[src/rtl/fp2fix_pipe_if.sv]
// fp2fix_pipe_if -- handshake bundle for the float-to-Q3.25 converter.
//   in_valid/in_ready/dataa        : upstream operand channel (IEEE-754 single)
//   out_valid/out_ready            : downstream result channel
//   fixed_out/ovf/nan              : Q3.25 result and its status flags
// master = environment driving operands and consuming results; slave = converter.
interface fp2fix_pipe_if;
  logic        in_valid;
  logic        in_ready;
  logic [31:0] dataa;
  logic        out_valid;
  logic        out_ready;
  logic [27:0] fixed_out;
  logic        ovf;
  logic        nan;

  modport master (
    output in_valid, dataa, out_ready,
    input  in_ready, out_valid, fixed_out, ovf, nan
  );

  modport slave (
    input  in_valid, dataa, out_ready,
    output in_ready, out_valid, fixed_out, ovf, nan
  );
endinterface

[src/rtl/fp2fix_pipe.sv]
// fp2fix_pipe -- 3-stage IEEE-754 single to signed Q3.25 converter.
//   clk : rising-edge clock
//   rst : asynchronous active-low reset, clears every stage
//   bus : fp2fix_pipe_if.slave (operand in, Q3.25 result + ovf/nan out)
// Stages: S1 unpack/classify, S2 magnitude shift, S3 sign apply/saturate.
// One global advance freezes the whole pipe while the output is stalled.
module fp2fix_pipe (
  input  logic         clk,
  input  logic         rst,
  fp2fix_pipe_if.slave bus
);
  localparam int STAGES = 3;

  typedef struct packed {
    logic        sign;
    logic [7:0]  e;
    logic [23:0] m;
    logic        nan;
    logic        sat;
  } s1_t;

  typedef struct packed {
    logic        sign;
    logic [26:0] mag;
    logic        nan;
    logic        sat;
  } s2_t;

  typedef struct packed {
    logic [27:0] fx;
    logic        ovf;
    logic        nan;
  } s3_t;

  logic [STAGES:1] vld_pipe;
  s1_t s1_d, s1_q;
  s2_t s2_d, s2_q;
  s3_t s3_d, s3_q;
  logic advance, fire;
  logic [7:0] up_sh, dn_sh;

  assign advance      = !vld_pipe[STAGES] | bus.out_ready;
  assign bus.in_ready = advance;
  assign fire         = bus.in_valid & advance;

  // S1: unpack. Exponent 0 (zero/denormal) forces a zero magnitude; any
  // exponent >= 129 that is not NaN (incl. infinity) saturates.
  always_comb begin
    s1_d      = '0;
    s1_d.sign = bus.dataa[31];
    s1_d.e    = bus.dataa[30:23];
    s1_d.m    = (bus.dataa[30:23] == 8'd0) ? 24'd0 : {1'b1, bus.dataa[22:0]};
    s1_d.nan  = (bus.dataa[30:23] == 8'hFF) && (bus.dataa[22:0] != 23'd0);
    s1_d.sat  = (bus.dataa[30:23] >= 8'd129) && !s1_d.nan;
  end

  // S2: value * 2^25 = m * 2^(e-125). Left shift covers e in 125..128;
  // saturating exponents take the same path but are overridden in S3.
  assign up_sh = s1_q.e - 8'd125;
  assign dn_sh = 8'd125 - s1_q.e;

  always_comb begin
    s2_d      = '0;
    s2_d.sign = s1_q.sign;
    s2_d.nan  = s1_q.nan;
    s2_d.sat  = s1_q.sat;
    if (s1_q.e >= 8'd125)
      s2_d.mag = {3'b000, s1_q.m} << up_sh[1:0];
    else if (dn_sh >= 8'd24)
      s2_d.mag = '0;
    else
      s2_d.mag = {3'b000, s1_q.m} >> dn_sh[4:0];
  end

  // S3: NaN wins over saturation so the flags stay mutually exclusive.
  always_comb begin
    s3_d = '0;
    if (s2_q.nan) begin
      s3_d.nan = 1'b1;
    end else if (s2_q.sat) begin
      s3_d.ovf = 1'b1;
      s3_d.fx  = s2_q.sign ? 28'h8000000 : 28'h7FFFFFF;
    end else begin
      s3_d.fx  = s2_q.sign ? (28'd0 - {1'b0, s2_q.mag}) : {1'b0, s2_q.mag};
    end
  end

  always_ff @(posedge clk or negedge rst) begin
    if (!rst) begin
      vld_pipe <= '0;
      s1_q     <= '0;
      s2_q     <= '0;
      s3_q     <= '0;
    end else if (advance) begin
      vld_pipe <= {vld_pipe[STAGES-1:1], fire};
      s1_q     <= s1_d;
      s2_q     <= s2_d;
      s3_q     <= s3_d;
    end
  end

  assign bus.out_valid = vld_pipe[STAGES];
  assign bus.fixed_out = s3_q.fx;
  assign bus.ovf       = s3_q.ovf;
  assign bus.nan       = s3_q.nan;
endmodule

[src/flat_wrapper.sv]
// flat-port wrapper written by rule: the top's interface ports become plain ports
module fp2fix_pipe_flat 
  (clk, rst, bus_in_valid, bus_dataa, bus_out_ready, bus_in_ready, bus_out_valid, bus_fixed_out, bus_ovf, bus_nan);
  fp2fix_pipe_if bus_i ();
  input  logic clk;
  input  logic rst;
  input wire logic [$bits(bus_i.in_valid)-1:0] bus_in_valid;
  input wire logic [$bits(bus_i.dataa)-1:0] bus_dataa;
  input wire logic [$bits(bus_i.out_ready)-1:0] bus_out_ready;
  output wire logic [$bits(bus_i.in_ready)-1:0] bus_in_ready;
  output wire logic [$bits(bus_i.out_valid)-1:0] bus_out_valid;
  output wire logic [$bits(bus_i.fixed_out)-1:0] bus_fixed_out;
  output wire logic [$bits(bus_i.ovf)-1:0] bus_ovf;
  output wire logic [$bits(bus_i.nan)-1:0] bus_nan;
  assign bus_i.in_valid = bus_in_valid;
  assign bus_i.dataa = bus_dataa;
  assign bus_i.out_ready = bus_out_ready;
  assign bus_in_ready = bus_i.in_ready;
  assign bus_out_valid = bus_i.out_valid;
  assign bus_fixed_out = bus_i.fixed_out;
  assign bus_ovf = bus_i.ovf;
  assign bus_nan = bus_i.nan;
  fp2fix_pipe u_core (.clk(clk), .rst(rst), .bus(bus_i));
endmodule
[config.mk]
export PLATFORM = sky130hd
export DESIGN_NAME = fp2fix_pipe_flat
export DESIGN_NICKNAME = d
export VERILOG_FILES = /design/src/rtl/fp2fix_pipe_if.sv /design/src/rtl/fp2fix_pipe.sv /design/src/flat_wrapper.sv
export SDC_FILE = /design/constraint.sdc
export NUM_CORES = 1
export LEC_CHECK = 0
export ABC_AREA = 1
export BUFFER_PORTS_ARGS = -buffer_cell sky130_fd_sc_hd__buf_2
export CAP_MARGIN = 10
export CORE_ASPECT_RATIO = 0.6
export CORE_UTILIZATION = 50
export CTS_CLUSTER_SIZE = 24
export DETAILED_ROUTE_END_ITERATION = 6
export HOLD_SLACK_MARGIN = 0.08
export PLACE_DENSITY = 0.7
export SLEW_MARGIN = 20
export SYNTH_ARGS = -nofsm -noshare
export SYNTH_HDL_FRONTEND = slang
export SYNTH_SLANG_ARGS = --single-unit
[constraint.sdc]
create_clock -name clk -period 2.35 [get_ports clk]
set_input_delay 0.47 -clock clk [delete_from_list [all_inputs] [get_ports clk]]
set_output_delay 0.47 -clock clk [all_outputs]
set_load 0.1 [all_outputs]
# After elaboration in Yosys (flattened, before gate mapping)

Cells that the tools add are included.
Widths: inputs -> output; s select.

Bits in registers: 98
Bits of input ports: 36

Add/subtract/negate cells: 3
Reduce and logical (&&, ||, !) cells: 6
Mux-type cells: 9
Shifts and indexed selects: 2
Equal/unequal tests: 1
Bitwise gates (word level): 2
Magnitude comparators: 3

Operator list:

| kind                  | number |
|---|---|
| $mux 28               | 3 |
| $mux 27               | 2 |
| $mux 29               | 1 |
| $sub 1x27->28 const A | 1 |
| $shl 24x2->27         | 1 |
| $shr 24x5->27         | 1 |
| $mux 24               | 1 |
| $reduce_bool 23->1    | 1 |
| $eq 8x8->1 const B    | 1 |
| $ge 8x5->1 const B    | 1 |
| $ge 8x7->1 const B    | 1 |
| $ge 8x8->1 const B    | 1 |
| $logic_not 8->1       | 1 |
| $sub 7x8->8 const A   | 1 |
| $logic_and 1x1->1     | 2 |
| $logic_not 1->1       | 2 |
| $mux 1                | 2 |
| $sub 2x1->2 const B   | 1 |
| $and 1x1->1           | 1 |
| $or 1x1->1            | 1 |

# Longest topological paths before layout

Depth after elaboration: 4
Depth in mapped cells: 13
Gate-level depth less buffers: 11

# Worst setup path before layout

Ideal clock, no wire load.

Path type: reg2out
From: register u_core.vld_pipe[3] (netlist name)
To: output port bus_in_ready
Arrival: 2.029 ns
Stages on the path, launching flop included: 5
Buffers on the path: 1
Slack: -0.149 ns
Required time: 1.880 ns
Path through: dfrtp_1 -> inv_1 -> nor2_1 -> inv_2 -> clkbuf_1

Longest elaborated chain between the ends: 2

Ends and longest elaborated chain:

| item                   | RTL line           | RTL |
|---|---|---|
| from (decl)            | fp2fix_pipe.sv:35  | `logic [STAGES:1] vld_pipe;` |
| from (signal assigned) | fp2fix_pipe.sv:95  | `vld_pipe <= {vld_pipe[STAGES-1:1], fire};` |
| $logic_not 1->1        | fp2fix_pipe.sv:42  | `assign advance = !vld_pipe[STAGES] \| bus.out_ready;` |
| $or 1x1->1             | fp2fix_pipe.sv:42  |  |
| to (decl)              | flat_wrapper.sv:10 | `output wire logic [$bits(bus_i.in_ready)-1:0] bus_in_ready;` |

Every way passes these cells.

# Final worst setup path

From: register u_core.s1_q[26] (netlist name)
To: register u_core.s2_q[6] (netlist name)

Longest elaborated chain between the ends: 4
Elaborated cells on any way between the ends: 8

Ends and longest elaborated chain:

| item                                        | RTL line                             | RTL |
|---|---|---|
| from (decl)                                 | fp2fix_pipe.sv:36                    | `s1_t s1_d, s1_q;` |
| from (signal assigned)                      | fp2fix_pipe.sv:91                    | `s1_q <= '0;` |
| from (signal assigned)                      | fp2fix_pipe.sv:96                    | `s1_q <= s1_d;` |
| $sub 7x8->8                                 | fp2fix_pipe.sv:60                    | `assign dn_sh = 8'd125 - s1_q.e;` |
| $ge 8x5->1 or $shr 24x5->27 (tied branches) | fp2fix_pipe.sv:69, fp2fix_pipe.sv:72 |  |
| $mux 27                                     | fp2fix_pipe.sv:69                    | `else if (dn_sh >= 8'd24)` |
| $mux 27 (*)                                 | fp2fix_pipe.sv:67                    | `if (s1_q.e >= 8'd125)` |
| to (signal assigned)                        | fp2fix_pipe.sv:92                    | `s2_q <= '0;` |
| to (signal assigned)                        | fp2fix_pipe.sv:97                    | `s2_q <= s2_d;` |
| to (decl)                                   | fp2fix_pipe.sv:37                    | `s2_t s2_d, s2_q;` |

Every way passes the cells marked *; elsewhere a longest branch is shown, timed or not.
A chain may end at the register's enable or synchronous reset.

==> results_dict.tcl <==
set metrics [dict create \
    status "completed" \
    place.port_buffers 67 \
    clk_latency_ns 0.36 \
    drt_wl_total_um 21000 \
    startpoint_type "flip-flop" \
    crit_cells 6 \
    start_util 0.522 \
    synthesis.yosys.warnings 0 \
    global_route.overflow_total 0 \
    wl_per_cell_um 17.6 \
    routed-via-count 6954 \
    yosys_most_used_dff "sky130_fd_sc_hd__dfrtp_1" \
    worst_path_most_repeated_cell "sky130_fd_sc_hd__a21oi_1" \
    boundaryPins 68 \
    synth_area_leaders "sky130_fd_sc_hd__dfrtp_1 (38%), sky130_fd_sc_hd__nand2_1 (19%), sky130_fd_sc_hd__nand3_1 (10%)" \
    totalNegativeSetupSlack_ns 0 \
    grt_first_pass_wirelength_um 33000 \
    die_h_um 89.6 \
    holdCritPathClass "in2reg" \
    cpPeakStageDelay_ns 0.55 \
    postRouteAntennaNets 0 \
    post_route_cells_drive_above_1_share 0.126 \
    dieArea_um2 13300 \
    multiplexer_share_of_the_synthesized_area 0 \
    finalHoldViolations 0 \
    critical_path.reg2reg.endpoint "u_core.s2_q[6]" \
    routed_via_density 5.83 \
    main_combinational_cell_family_by_area_after_synthesis "simple AND/OR/NAND/NOR gates" \
    cp_delay_by_family_top "compound AO/OA/AOI/OAI gates" \
    root_buf_cell "sky130_fd_sc_hd__clkbuf_16" \
    cap_viol_max_count 0 \
    setup_viol 0 \
    maxClockFrequency_ghz 0.480 \
    postSynth.asyncResetShare 1.00 \
    fp-row-count 31 \
    post-synth-top-area-fraction 0.383 \
    cts.repair_timing.setup_buffer_count 0 \
    cts.path.max_buffers 2 \
    cp_required_ns 2.63 \
    worst_setup_path_startpoint "u_core.s1_q[26]" \
    clock_sinks 98 \
    synth_simple_gate_area_share 0.375 \
    worst_slew_margin_rel 0.550 \
    cts_made_buffers 9 \
    synth_area_um2 6400 \
    gate_count_after_technology_mapping 967 \
    regToRegStartpoint "u_core.s1_q[26]" \
    vdd_drop_max_v 0.000851 \
    synth-seq-area-share 0.383 \
    postCtsResizedCells 0 \
    synth_nets 1006 \
    ys_ff_latch 98 \
    path_cells "inv_2, nand2_1, and2_1, o21ai_0, a21oi_1, a21oi_1" \
    critPathMaxFanout 23 \
    average_cell_area_after_synthesis_um2 6.62 \
    place.detailed.hpwl_um 15700 \
    synth_top_cell_by_area "sky130_fd_sc_hd__dfrtp_1" \
    core_region_area_um2 12300 \
    grt_util_all_layers 0.330 \
    count_of_buffering_cells_on_the_critical_path_with_inverters_included 1 \
    power.density_cell_area_nw_per_um2 1600 \
    cell_with_the_largest_stage_delay_on_the_worst_path "sky130_fd_sc_hd__o21ai_0" \
    cell_count_of_the_worst_reg_to_reg_path 6 \
    min_delay_path_depth 3 \
    clock_tree.htree_level_count 3 \
    critical_path_arrival_ns 2.36 \
    design.final.nets 1061 \
    detail_route.first_pass.iterations 5 \
    yosys-top-cells-count "sky130_fd_sc_hd__nand2_1 (332), sky130_fd_sc_hd__nand3_1 (133), sky130_fd_sc_hd__dfrtp_1 (98), sky130_fd_sc_hd__o21ai_0 (72), sky130_fd_sc_hd__inv_1 (70)" \
    period_needed_ns 2.08 \
    grt_antenna_before_repair 1 \
    place.gp.congestion 0.985 \
    timing.setup.critical_path_class "reg2reg" \
    cts_tree "built" \
    clk_transition_reported_paths_ns 0.08 \
    endpoint_kind "flip-flop" \
    destination_of_the_critical_timing_path "u_core.s2_q[6]" \
    report.final.slew_viol_count 0 \
    drtIter0Drc 927 \
    area_growth_pct 13.3 \
    grt_pass1_vias 6087 \
    skew_ns 0.0159 \
    synth-compound-area-share 0.143 \
    max_slew.worst_pin.slew_ns 0.675 \
    synthAdderAreaFrac 0.00587 \
    maximum_number_of_pins_on_one_net_before_global_route_repair 63 \
    timing.final.crit_share 0.886 \
    yosys.cell_count.top_type "sky130_fd_sc_hd__nand2_1" \
    rsz0062_at_grt "no" \
    power.leakage_nw 3.70 \
    synth_enable_flop_cells 0 \
    library_cells_used_by_synthesis 40 \
    yosys.area_share.xor_xnor 0.00821 \
    post-layout-total-power_w 0.0116 \
    number_of_antenna_diodes 0 \
    timing.hold.worst.start "bus_dataa[31]" \
    drt_drc_violations_left 0 \
    die_w_um 148 \
    worst-r2r-setup-slack_ns 0.27 \
]
-- state kept, by name, indices dropped and copies added, names as in the netlist --
name	cells
u_core.bus.fixed_out	28
u_core.bus.nan	1
u_core.bus.ovf	1
u_core.s1_q	35
u_core.s2_q	30
u_core.vld_pipe	3
-- worst min path at each step --
stage | slack [ns] | end
finish | 0.32 | u_core.s1_q[34]
global route | 0.32 | u_core.s1_q[34]
global placement | 0.44 | u_core.s1_q[22]
floorplan | 0.17 | u_core.bus.fixed_out[0]
CTS | 0.32 | u_core.s1_q[34]
detailed placement | 0.45 | u_core.s1_q[23]
-- area by class of cell --
class / instances / area, um2
clock buffers: 9 / 225
flip-flops and latches: 98 / 2450
inverters: 79 / 297
clock inverters: 7 / 70.1
well taps: 165 / 206
fillers: 1227 / 5010
repair buffers: 95 / 588
multi-input cells: 739 / 3410
-- per-layer routing --
metal | global-route usage | wire length (um) | share of wire | vias up
li1 | - | - | - | 3303
met1 | 0.514 | 10300 | 0.49 | 3214
met2 | 0.418 | 7600 | 0.36 | 405
met3 | 0.110 | 2760 | 0.13 | 30
met4 | 0.0890 | 333 | 0.016 | 2
met5 | 0 | 12 | 0.00057 | -
-- where the power goes --
| part | total, W | switching (W) | internal (W) |
|---|---|---|---|
| clock network | 0.00151 | 0.000762 | 0.000752 |
| logic | 0.00719 | 0.00547 | 0.00172 |
| registers | 0.00291 | 0.000579 | 0.00233 |
| total | 0.0116 | 0.00681 | 0.00481 |
-- through the flow --
| stage | util | hold slack, ns | area (um2) | setup WS [ns] | instances |
|---|---|---|---|---|---|
| final | 0.591 | 0.320 | 7250 | 0.268 | 1192 |
| after global routing | 0.591 | 0.320 | 7250 | 0.143 | 1192 |
| after CTS | 0.591 | 0.319 | 7250 | 0.256 | 1192 |
| after detailed placement | 0.566 | 0.451 | 6940 | 0.375 | 1175 |
| after global placement | 0.566 | 0.436 | 6940 | 0.331 | 1175 |
| after floorplan | - | 0.174 | 6400 | 0.210 | 967 |
-- tightest hold or removal path: stages --
cell	delay, ns
sky130_fd_sc_hd__buf_2	0.07
sky130_fd_sc_hd__nand2_1	0.04
sky130_fd_sc_hd__o21ai_0	0.06
-- kinds of logic (layout without fill, tap and decap cells) --
| family | after synthesis | in the layout |
|---|---|---|
| adders and majority gates | 3 | 3 |
| AOI/OAI and AO/OA | 166 | 166 |
| DFF | 98 | 98 |
| buffers and inverters | 130 | 190 |
| and+or+nand+nor | 567 | 567 |
| xor gates and xnor gates | 3 | 3 |
-- placed cells by master, fill, tap and decap left out, drive strengths merged, types with 3 or more instances in the layout --
cell type	instances
nand2	332
nand3	135
dfrtp	98
buf	94
o21ai	84
inv	82
nor2	69
a21oi	50
nand4	16
clkbuf	9
o22ai	8
a22oi	8
nor3	5
a22o	5
o211ai	4
clkinv	4
nand3b	3
nor4	3
ha	3
-- timing repair --
action | CTS | global route
setup endpoints to repair | 0 | 0
hold endpoints to repair | 26 | 0
hold buffers | 1 | 0
Note: power is estimated with default switching activity, not from simulation.
